--- config.mk ---
export PLATFORM = sky130hd
export DESIGN_NAME = bit_serial_subtractor
export DESIGN_NICKNAME = d
export VERILOG_FILES = /design/src/rtl/bit_serial_subtractor.sv
export SDC_FILE = /design/constraint.sdc
export NUM_CORES = 1
export LEC_CHECK = 0
export BUFFER_PORTS_ARGS = -buffer_cell sky130_fd_sc_hd__buf_2
export CORE_UTILIZATION = 40
export DETAILED_ROUTE_END_ITERATION = 10
export SLEW_MARGIN = 40
export SYNTH_ARGS = -nofsm -noshare
export SYNTH_HDL_FRONTEND = slang
export SYNTH_SLANG_ARGS = --single-unit
--- constraint.sdc ---
create_clock -name clk -period 1.4 [get_ports clk]
set_clock_uncertainty 0.05 [all_clocks]
set_input_delay 0.28 -clock clk [delete_from_list [all_inputs] [get_ports clk]]
set_output_delay 0.28 -clock clk [all_outputs]
set_load 0.01 [all_outputs]
--- src/rtl/bit_serial_subtractor.sv ---
// Bit-serial subtractor: diff = a - b, computed LSB-first with one borrow flip-flop.
// Optional signed-overflow output is enabled by defining BIT_SERIAL_SUB_OVF_EN.
`timescale 1ns/1ps
module bit_serial_subtractor #(
    parameter int unsigned WIDTH = 8
) (
    input  logic             clk,
    input  logic             reset,
    input  logic             start,
    input  logic             clr,
    input  logic [WIDTH-1:0] a,
    input  logic [WIDTH-1:0] b,
    output logic [WIDTH-1:0] diff,
    output logic             bout,
    output logic             busy,
`ifdef BIT_SERIAL_SUB_OVF_EN
    output logic             done,
    output logic             ovf
`else
    output logic             done
`endif
);

    localparam int unsigned CW = (WIDTH > 1) ? $clog2(WIDTH) : 1;

    typedef enum logic {
        IDLE,
        SHIFT
    } state_t;

    state_t           r_state;
    logic [WIDTH-1:0] r_sreg_a;
    logic [WIDTH-1:0] r_sreg_b;
    logic [WIDTH-1:0] r_diff;
    logic [CW-1:0]    r_count;
    logic             r_borrow;
    logic             r_bout;
    logic             r_done;
    logic             w_d;
    logic             w_borrow_next;
    logic             w_last;

    assign w_d           = r_sreg_a[0] ^ r_sreg_b[0] ^ r_borrow;
    assign w_borrow_next = (~r_sreg_a[0] & r_sreg_b[0]) | (~(r_sreg_a[0] ^ r_sreg_b[0]) & r_borrow);
    assign w_last        = (r_count == CW'(WIDTH - 1));

`ifdef BIT_SERIAL_SUB_OVF_EN
    logic r_a_msb;
    logic r_b_msb;
    logic r_ovf;

    // On the final shift w_d is the result MSB.
    always_ff @(posedge clk or negedge reset) begin
        if (!reset) begin
            r_a_msb <= 1'b0;
            r_b_msb <= 1'b0;
            r_ovf   <= 1'b0;
        end else if (clr) begin
            r_ovf   <= 1'b0;
        end else if (r_state == IDLE && start) begin
            r_a_msb <= a[WIDTH-1];
            r_b_msb <= b[WIDTH-1];
            r_ovf   <= 1'b0;
        end else if (r_state == SHIFT && w_last) begin
            r_ovf   <= (r_a_msb != r_b_msb) && (w_d != r_a_msb);
        end
    end

    assign ovf = r_ovf;
`endif

    always_ff @(posedge clk or negedge reset) begin
        if (!reset) begin
            r_state  <= IDLE;
            r_sreg_a <= '0;
            r_sreg_b <= '0;
            r_diff   <= '0;
            r_count  <= '0;
            r_borrow <= 1'b0;
            r_bout   <= 1'b0;
            r_done   <= 1'b0;
        end else if (clr) begin
            r_state  <= IDLE;
            r_sreg_a <= '0;
            r_sreg_b <= '0;
            r_diff   <= '0;
            r_count  <= '0;
            r_borrow <= 1'b0;
            r_bout   <= 1'b0;
            r_done   <= 1'b0;
        end else begin
            r_done <= 1'b0;
            case (r_state)
                IDLE: begin
                    if (start) begin
                        r_sreg_a <= a;
                        r_sreg_b <= b;
                        r_diff   <= '0;
                        r_count  <= '0;
                        r_borrow <= 1'b0;
                        r_state  <= SHIFT;
                    end
                end
                SHIFT: begin
                    r_diff   <= {w_d, r_diff[WIDTH-1:1]};
                    r_sreg_a <= {1'b0, r_sreg_a[WIDTH-1:1]};
                    r_sreg_b <= {1'b0, r_sreg_b[WIDTH-1:1]};
                    r_borrow <= w_borrow_next;
                    r_count  <= r_count + 1'b1;
                    if (w_last) begin
                        r_bout  <= w_borrow_next;
                        r_done  <= 1'b1;
                        r_state <= IDLE;
                    end
                end
                default: r_state <= IDLE;
            endcase
        end
    end

    assign diff = r_diff;
    assign bout = r_bout;
    assign busy = (r_state == SHIFT);
    assign done = r_done;

endmodule

==> results of run 1 <==
-- power by group through the flow --
| stage | Clock (uW) | Sequential, uW | Combinational (uW) |
|---|---|---|---|
| 2_1_floorplan | 0 | 978 | 156 |
| 3_3_place_gp | 0 | 983 | 246 |
| 3_5_place_dp | 0 | 985 | 252 |
| 4_1_cts | 691 | 969 | 256 |
| 5_1_grt | 732 | 974 | 279 |
| 6_report | 663 | 969 | 251 |
-- worst paths after layout --
path | start | to | cells past startpoint
min | b[7] | r_sreg_b[7]$_DFFE_PN0P_ | 3
min in group asynchronous | reset | diff[3]$_DFFE_PN0P_ | 3
max in group asynchronous | reset | r_count[0]$_DFFE_PN0P_ | 3
min reg2reg | diff[1]$_DFFE_PN0P_ | diff[0]$_DFFE_PN0P_ | 2
max reg2reg | busy$_DFF_PN0_ | r_sreg_a[3]$_DFFE_PN0P_ | 3
max | busy$_DFF_PN0_ | busy | 2
-- metal layers --
metal / up-vias / share of wire / track usage
met2: 26 / 0.47 / 0.2793
li1: 546 / - / -
met3: 7 / 0.051 / 0.04167
met4: 0 / 0.021 / 0.09375
met1: 554 / 0.45 / 0.1963
met5: - / 0 / 0
-- flip-flops by register name (all words and copies together) (netlist names) --
signal / count
r_sreg_b: 8
r_count: 3
r_borrow: 1
diff: 8
bout: 1
busy: 1
r_sreg_a: 8
done: 1
-- what timing repair did --
item / in CTS / in global routing
buffers inserted: 0 / 0
endpoints found under the hold margin: 31 / 0
hold buffers: 1 / 0
-- synth_stat cells, drive strengths merged, types with 4 or more instances --
cell / instances / share of area
or3b: 12 / 0.069
nand2: 11 / 0.027
mux2i: 16 / 0.11
dfrtp: 31 / 0.51
buf: 8 / 0.039
nor2b: 14 / 0.058
clkbuf: 4 / 0.0099
a21oi: 13 / 0.043
a211oi: 15 / 0.074
-- cell type report --
| type | instances | area, um2 |
|---|---|---|
| multi-input combinational | 92 | 663.1 |
| clock buffer | 7 | 76.32 |
| tap | 48 | 60.06 |
| fill | 337 | 1818 |
| inverter | 2 | 7.507 |
| timing repair buffer | 37 | 255.2 |
| sequential | 31 | 775.7 |
| clock inverter | 1 | 5.005 |
-- cells by family (layout without fill, tap and decap cells) --
family | after synthesis | in the layout | share of synthesized area
and+or+nand+nor | 44 | 44 | 0.1776
DFF | 31 | 31 | 0.5099
AOI/OAI and AO/OA | 29 | 29 | 0.1234
muxes | 16 | 16 | 0.1053
buffers and inverters | 14 | 47 | 0.05427
adders and majority gates | 3 | 3 | 0.02960
-- worst reg2reg max path: cells and delay by family, from the launching register on --
kind	cells	cell delay, ps
flops	1	410
compound gates	1	160
buf+inv	2	540
-- through the flow --
stage / util / hold WS, ps / instance area, um2
2_1_floorplan: - / -65.59 / 1521
3_3_place_gp: 0.4785 / 269.3 / 1752
3_5_place_dp: 0.4785 / 271.3 / 1752
4_1_cts: 0.5034 / 253.9 / 1843
5_1_grt: 0.5034 / 275.8 / 1843
6_report: 0.5034 / 246.8 / 1843
==> results.tsv, run 1 <==
metric	value	unit
outcome	finished clean	
clk_lat worst skew	280	ps
final setup margin	58.02	ps
Hold Path Class	primary input to register	
Critical path buffers and inverters	2	
vias in the first global route	1138	
Area Growth Syn to Fin	21.14	%
Synth cell types	21	
n_diodes	0	
gr usage total	0.1681	
first-pass detailed-route iteration total	4	
sw power	474.8	uW
Post-CTS Resized	0	
Reg clk slew, reported paths	60	ps
Mean Syn Cell Area	11.11	um2
RD Place Congestion	0.6589	
Port Buf Inserts	30	
gr ovfl total	0	
part of the cycle the worst path needs	0.9586	
clock power share	0.352	
Synth Register Bits	31	
pin count of the biggest net entering global routing	33	
fin cells	218	
P_leak	0.0008786	uW
Placed Cells	209	
max-cap viol count	0	
ANT nets after route	0	
register area share after synthesis	0.5099	
Avg WL per Cell	13.76	um
CTS root buf	clkbuf_8	
most common cell after layout, fill and taps aside	dfrtp_1	
initial core utilization	0.4156	
crit-path cells	buf_12 -> buf_2	
Max Fclk	0.7452	GHz
Setup violations, final	0	
initial antenna violation count	0	
Final Hold Vio Count	0	
internal power	1408	uW
R2R setup slack	90	ps
1st-iter DRT viols	63	
Setup TNS	0	ps
HPWL after DPL	1959	um
Power Density	1022	nW/um2
Place WS	112.9	ps
Post-synth EDFFs	0	
VDD IR max	0.0006601	V
worst slew pin tran	476.6	ps
power share of the combinational group	0.133	
Slew HR	0.6819	
Detailed Route WL	2999	um
YS warnings	0	
Post-synth ARST share	1.000	
CP max FO	32	
via count	1133	
Mapped Area	1521	um2
sequential share of power	0.514	
RSZ-0062 raised after global routing	no	
delay of the slowest critical-path stage	410	ps
WP data arrival	1010	ps
NumNets Final	192	
Rows	22	
CTS tree	built	
# H-tree levels	2	
final critical-path required period	1342	ps
most frequent cells in the layout	31 x dfrtp_1, 30 x buf_2, 16 x mux2i_1	
Crit. End Element	primary output	
Switching Fraction	0.2521	
die height	63.68	um
CP Launch Type	register	
Std-Cell Core Area	3661	um2
Final Slew Violations	0	
Die ar.	4055	um2
highest-delay cell along the critical path	dfrtp_1	
Power Total	1883	uW
Main synth FF type	dfrtp_1	
Mapped Nets	160	
I/O pin cnt	31	
Post-Synthesis Cells	137	
largest delay contributor family on the critical path	flip-flops	
CTS max path bufs	2	
number of buffers created by CTS	5	
Worst Path Class, Setup	register to primary output	
Worst EP required	1070	ps
drt drc	0	
Die Width	63.68	um
share of cells above drive strength 1	0.2529	
Avg Vias per Cell	5.197	
first-pass GRT wire length	5092	um
TritonCTS sink count	31	
Power figures use the tool's default switching activity.
==> run 2, diff against run 1 <==
--- a/constraint.sdc
+++ b/constraint.sdc
@@ -4,2 +4,2 @@
 set_output_delay 0.28 -clock clk [all_outputs]
-set_load 0.01 [all_outputs]
+set_load 0.1 [all_outputs]
==> run 2 against run 1 <==
Against the previous run:
- power increased by 2.8%
- routed wire length is 8.3% higher
- setup slack lost 39 ps
- final cell count up 1.8%
- sequential power increased by 0.8%
- final area increased by 10%
- combinational power is 24% higher
- first-iteration DRC count down 54%
- worst hold slack improved by 16 ps
- global-route usage grew 0.28 points
- maximum frequency fell by 2.8%
- utilization is 5.2 points higher
==> results.tsv, run 2 (same netlist as run 1, synthesis figures left out) <==
metric	value	unit	change
pin count of the biggest net entering global routing	30		was 33
gr ovfl total	0		unchanged
die height	63.68	um	unchanged
Power Density	952.2	nW/um2	was 1022 nW/um2
fin area	2033	um2	was 1843 um2
P_leak	0.0009061	uW	was 0.0008786 uW
I/O pin cnt	31		unchanged
WP data arrival	1540	ps	was 1010 ps
CTS max path bufs	2		unchanged
Worst Reg-to-Reg Cells	3		unchanged
Detailed Route WL	3248	um	was 2999 um
drt drc	0		unchanged
via count	1123		was 1,133
Port Buf Inserts	30		unchanged
number of buffers created by CTS	5		unchanged
Avg Vias per Cell	5.059		was 5.197
Die ar.	4055	um2	unchanged
hold wc startpoint	a[7]		was b[7]
VDD IR max	0.0006446	V	was 0.0006601 V
Rows	22		unchanged
Max Fclk	0.7239	GHz	was 0.7452 GHz
# H-tree levels	2		unchanged
R2R setup slack	20	ps	was 90 ps
Std-Cell Core Area	3661	um2	unchanged
max-cap viol count	0		unchanged
n_diodes	0		unchanged
1st-iter DRT viols	29		was 63
Hold Path Depth	3		unchanged
CTS root buf	clkbuf_8		unchanged
most common cell after layout, fill and taps aside	dfrtp_1		unchanged
Hold Path Class	primary input to register		unchanged
part of the cycle the worst path needs	0.9867		was 0.9586
CTS tree	built		unchanged
TritonCTS sink count	31		unchanged
share of cells above drive strength 1	0.3448		was 0.2529
Area Growth Syn to Fin	33.63	%	was 21.14%
CP max FO	18		was 32
most frequent cells in the layout	21 x dfrtp_1, 20 x buf_2, 16 x mux2i_1		was 31 x dfrtp_1, 30 x buf_2, 16 x mux2i_1
RD Place Congestion	0.6971		was 0.6589
CP Launch Type	register		unchanged
Avg WL per Cell	14.63	um	was 13.76 um
Crit. End Element	register		was primary output
final critical-path required period	1381	ps	was 1342 ps
ANT nets after route	0		unchanged
Min-Delay Endpoint	r_sreg_a[7]$_DFFE_PN0P_		was r_sreg_b[7]$_DFFE_PN0P_
Die Width	63.68	um	unchanged
Final Hold Vio Count	0		unchanged
vias in the first global route	1179		was 1,138
Placed Cells	209		unchanged
worst r2r dst	diff[1]$_DFFE_PN0P_		was r_sreg_a[3]$_DFFE_PN0P_
clk_lat worst skew	280	ps	about the same
first-pass detailed-route iteration total	4		unchanged
initial antenna violation count	0		unchanged
Worst EP required	1560	ps	was 1070 ps
Final Slew Violations	0		unchanged
Worst Path Class, Setup	register to register		was register to primary output
worst slew pin tran	697.7	ps	was 476.6 ps
HPWL after DPL	2115	um	was 1959 um
fin cells	222		was 218
crit path from	busy$_DFF_PN0_		unchanged
Slew HR	0.5349		was 0.6819
first-pass GRT wire length	5257	um	was 5092 um
NumNets Final	197		was 192
initial core utilization	0.4156		unchanged
gr usage total	0.1708		was 0.1681
RSZ-0062 raised after global routing	yes		was no
Placed Area	1879	um2	was 1752 um2
Reg clk slew, reported paths	60	ps	about the same
Setup violations, final	0		unchanged
fill cell count	315		was 337
outcome	finished clean		unchanged
Worst R2R Start	busy$_DFF_PN0_		unchanged
## run 2: changes by cell type in the layout (fill, tap and decap cells not counted), sizes merged
| cell | change |
|---|---|
| buf | +5 |
| clkinv | -1 |
## run 2: layout make-up
| cell class | instances | area [um2] | share of cell area |
|---|---|---|---|
| multi-input combinational | 92 | 673.1 | 0.3311 |
| timing repair buffer | 42 | 425.4 | 0.2092 |
| sequential | 31 | 790.8 | 0.3889 |
| inverter | 2 | 7.507 | 0.003692 |
| clock buffer | 7 | 76.32 | 0.03754 |
| tap | 48 | 60.06 | 0.02954 |
## run 2: critical path, cell delays in order (launching register included)
cell,delay [ps]
dfrtp_4,550
buf_8,180
or3b_1,390
a21oi_1,150
## run 2: where the power goes
part	leakage, uW	switching, uW	internal (uW)
Clock	0.0000383	307	341
Combinational	0.000467	168	143
Sequential	0.000401	34.0	943
Total	0.000906	509	1430
## run 2: layer usage
| layer | vias to the layer above | global-route usage | routed length [um] |
|---|---|---|---|
| met1 | 550 | 0.1998 | 1465 |
| met5 | - | 0 | 0 |
| met4 | 0 | 0.04261 | 21 |
| met2 | 21 | 0.2992 | 1644 |
| met3 | 2 | 0.05435 | 115 |
| li1 | 550 | - | - |
## run 2: worst max-delay path by stage
| stage | endpoint | slack (ps) | cells past startpoint |
|---|---|---|---|
| finish | diff[1]$_DFFE_PN0P_ | 20 | 3 |
| global route | diff[1]$_DFFE_PN0P_ | -10 | 3 |
| CTS | diff[1]$_DFFE_PN0P_ | -10 | 3 |
| detailed placement | r_sreg_a[2]$_DFFE_PN0P_ | -20 | 3 |
| global placement | r_sreg_a[6]$_DFFE_PN0P_ | 40 | 3 |
| floorplan | r_count[0]$_DFFE_PN0P_ | -90 | 4 |
## run 2: through the flow
stage	hold WS (ps)	power (uW)	setup TNS [ps]	utilization	worst slack, ps
3_3_place_gp	157.2	1263	0	0.5133	38.03
4_1_cts	259.3	1935	-18.33	0.5410	-13.62
3_5_place_dp	159.2	1274	-68.03	0.5133	-22.82
5_1_grt	265.7	2026	-14.54	0.5554	-12.74
2_1_floorplan	-65.59	1169	-512.4	-	-92.23
6_report	262.9	1936	0	0.5554	18.68
## run 2: what timing repair did
item	4_1_cts	5_1_grt
hold buffers	1	0
gates resized for setup	2	5
cloned	0	0
endpoints found under the setup margin	1	7
hold endpoints to repair	13	0
pin swaps	0	2
setup buffers	1	4
==> run 3, diff against run 2 <==
Settings changed: GPL_TIMING_DRIVEN set to 0.
==> run 3 against run 2 <==
Against the previous run:
- via count rose by 3.1%
- power grew 2.7%
- highest routed layer unchanged
- critical path type unchanged
- the flow now finishes with violations (hold timing)
- worst hold slack got worse by 280 ps
==> results.tsv, run 3 (same netlist as run 1, synthesis figures left out) <==
metric	value	unit	change
CTS tree	built		unchanged
Core Util, Final	0.5191		was 0.5554
CP max FO	10		was 18
number of buffers created by CTS	5		unchanged
P_leak	0.0008675	uW	was 0.0009061 uW
Switching Fraction	0.2680		was 0.2628
top routing layer in use	met4		unchanged
Hold Path Class	primary input to asynchronous set/reset pin		was primary input to register
CTS root buf	clkbuf_8		unchanged
Placed Cells	214		was 209
internal power	1456	uW	was 1427 uW
drt drc	0		unchanged
HPWL after DPL	2256	um	was 2115 um
# H-tree levels	2		unchanged
Critical path buffers and inverters	2		was 1
via count	1158		was 1,123
die height	63.68	um	unchanged
CP Launch Type	register		unchanged
CTS max path bufs	2		unchanged
Rows	22		unchanged
worst slew pin tran	684.0	ps	was 697.7 ps
Worst EP required	1560	ps	about the same
VDD IR max	0.0005811	V	was 0.0006446 V
Area Growth Syn to Fin	24.92	%	was 33.63%
I/O pin cnt	31		unchanged
Port Buf Inserts	29		was 30
clk_lat worst skew	290	ps	was 280 ps
largest delay contributor family on the critical path	flip-flops		unchanged
ANT nets after route	0		unchanged
final critical-path required period	1362	ps	was 1381 ps
Place WS	20.74	ps	was -22.82 ps
gr usage total	0.1819		was 0.1708
failing checks	hold timing		
Detailed Route WL	3255	um	was 3248 um
Max Fclk	0.7345	GHz	was 0.7239 GHz
Final Slew Violations	0		unchanged
Slew HR	0.5440		was 0.5349
Post-CTS Hold Buffers	0		was 1
post-CTS setup repair buffer count	0		was 1
Avg WL per Cell	14.66	um	was 14.63 um
NumNets Final	196		was 197
DR WL met3	150	um	was 115 um
first-pass detailed-route iteration total	4		unchanged
fin cells	222		unchanged
clock power share	0.364		was 0.335
TritonCTS sink count	31		unchanged
initial core utilization	0.4156		unchanged
share of cells above drive strength 1	0.3678		was 0.3448
power share of the combinational group	0.147		was 0.161
final setup margin	38.46	ps	was 18.68 ps
Reg clk slew, reported paths	60	ps	about the same
sw power	533.0	uW	was 508.7 uW
max-cap viol count	0		unchanged
outcome	complete, but fails checks		was finished clean
Power Density	1046	nW/um2	was 952.2 nW/um2
Worst Path Class, Setup	register to register		unchanged
Die Width	63.68	um	unchanged
initial antenna violation count	0		unchanged
highest-delay cell along the critical path	dfrtp_4		unchanged
most frequent CP cell	buf_6		
sequential share of power	0.488		was 0.505
met2 WL	1600	um	was 1644 um
delay of the slowest critical-path stage	480	ps	was 550 ps
Setup violations, final	0		unchanged
gr ovfl total	0		unchanged
first-pass GRT wire length	5464	um	was 5257 um
RD Place Congestion	0.7128		was 0.6971
Crit. End Element	register		unchanged
1st-iter DRT viols	35		was 29
Die ar.	4055	um2	unchanged
part of the cycle the worst path needs	0.9725		was 0.9867
pin count of the biggest net entering global routing	32		was 30
final hold slack	-18.00	ps	was 262.9 ps
RSZ-0062 raised after global routing	yes		unchanged
Final Hold Vio Count	31		was 0
WP data arrival	1520	ps	was 1540 ps
n_diodes	0		unchanged
Std-Cell Core Area	3661	um2	unchanged
Avg Vias per Cell	5.216		was 5.059
crit-path cells	buf_6 -> buf_6 -> or3b_1 -> a21oi_1		was buf_8 -> or3b_1 -> a21oi_1
most frequent cells in the layout	21 x buf_2, 21 x dfrtp_1, 16 x mux2i_1		was 21 x dfrtp_1, 20 x buf_2, 16 x mux2i_1
routed length on met1	1437	um	was 1465 um
vias in the first global route	1170		was 1,179
Power Total	1989	uW	was 1936 uW
-- run 3: final timing paths --
kind | endpoint | cells past startpoint | start | slack, ps
setup / recovery | diff[5]$_DFFE_PN0P_ | 4 | busy$_DFF_PN0_ | 40
hold / removal | r_sreg_b[0]$_DFFE_PN0P_ | 1 | reset | -20
setup reg to reg | diff[5]$_DFFE_PN0P_ | 4 | busy$_DFF_PN0_ | 40
hold reg to reg | diff[1]$_DFFE_PN0P_ | 2 | diff[2]$_DFFE_PN0P_ | 510
max in group asynchronous | busy$_DFF_PN0_ | 1 | reset | 820
min in group clk | r_sreg_b[7]$_DFFE_PN0P_ | 2 | clr | 140
-- run 3: layout make-up --
cell class	count	area (um2)
fill	349	1760
timing repair buffer	29	170.2
inverter	2	7.507
clock inverter	1	5.005
multi-input combinational	92	698.2
sequential	31	790.8
tap	48	60.06
buffer	12	82.58
clock buffer	7	86.33
-- run 3: layer usage --
layer	vias up	track usage
li1	552	-
met3	7	0.05616
met2	31	0.3032
met1	568	0.2149
met5	-	0
met4	0	0.07670
-- run 3: worst register-to-register path, delay by kind of cell (launching register included) --
family / cells / cell delay [ps]
flops: 1 / 480
compound gates: 1 / 130
simple gates: 1 / 360
buf+inv: 2 / 270
-- run 3: stage by stage --
step	area [um2]	TNS (ps)
detailed placement	1745	0
CTS	1858	0
global route	1901	-66.64
finish	1901	0
floorplan	1540	-512.4
global placement	1745	0
-- run 3: timing repair --
action | 4_1_cts | 5_1_grt
endpoints found under the setup margin | 9 | 12
resized for setup | 9 | 12
pin swaps | 0 | 1
cloned | 0 | 0
-- run 3: power groups by stage --
stage | combinational [uW] | sequential (uW) | clock [uW]
floorplan | 158 | 1010 | 0
global placement | 274 | 984 | 0
detailed placement | 279 | 988 | 0
CTS | 285 | 972 | 741
global route | 324 | 976 | 784
finish | 293 | 971 | 724
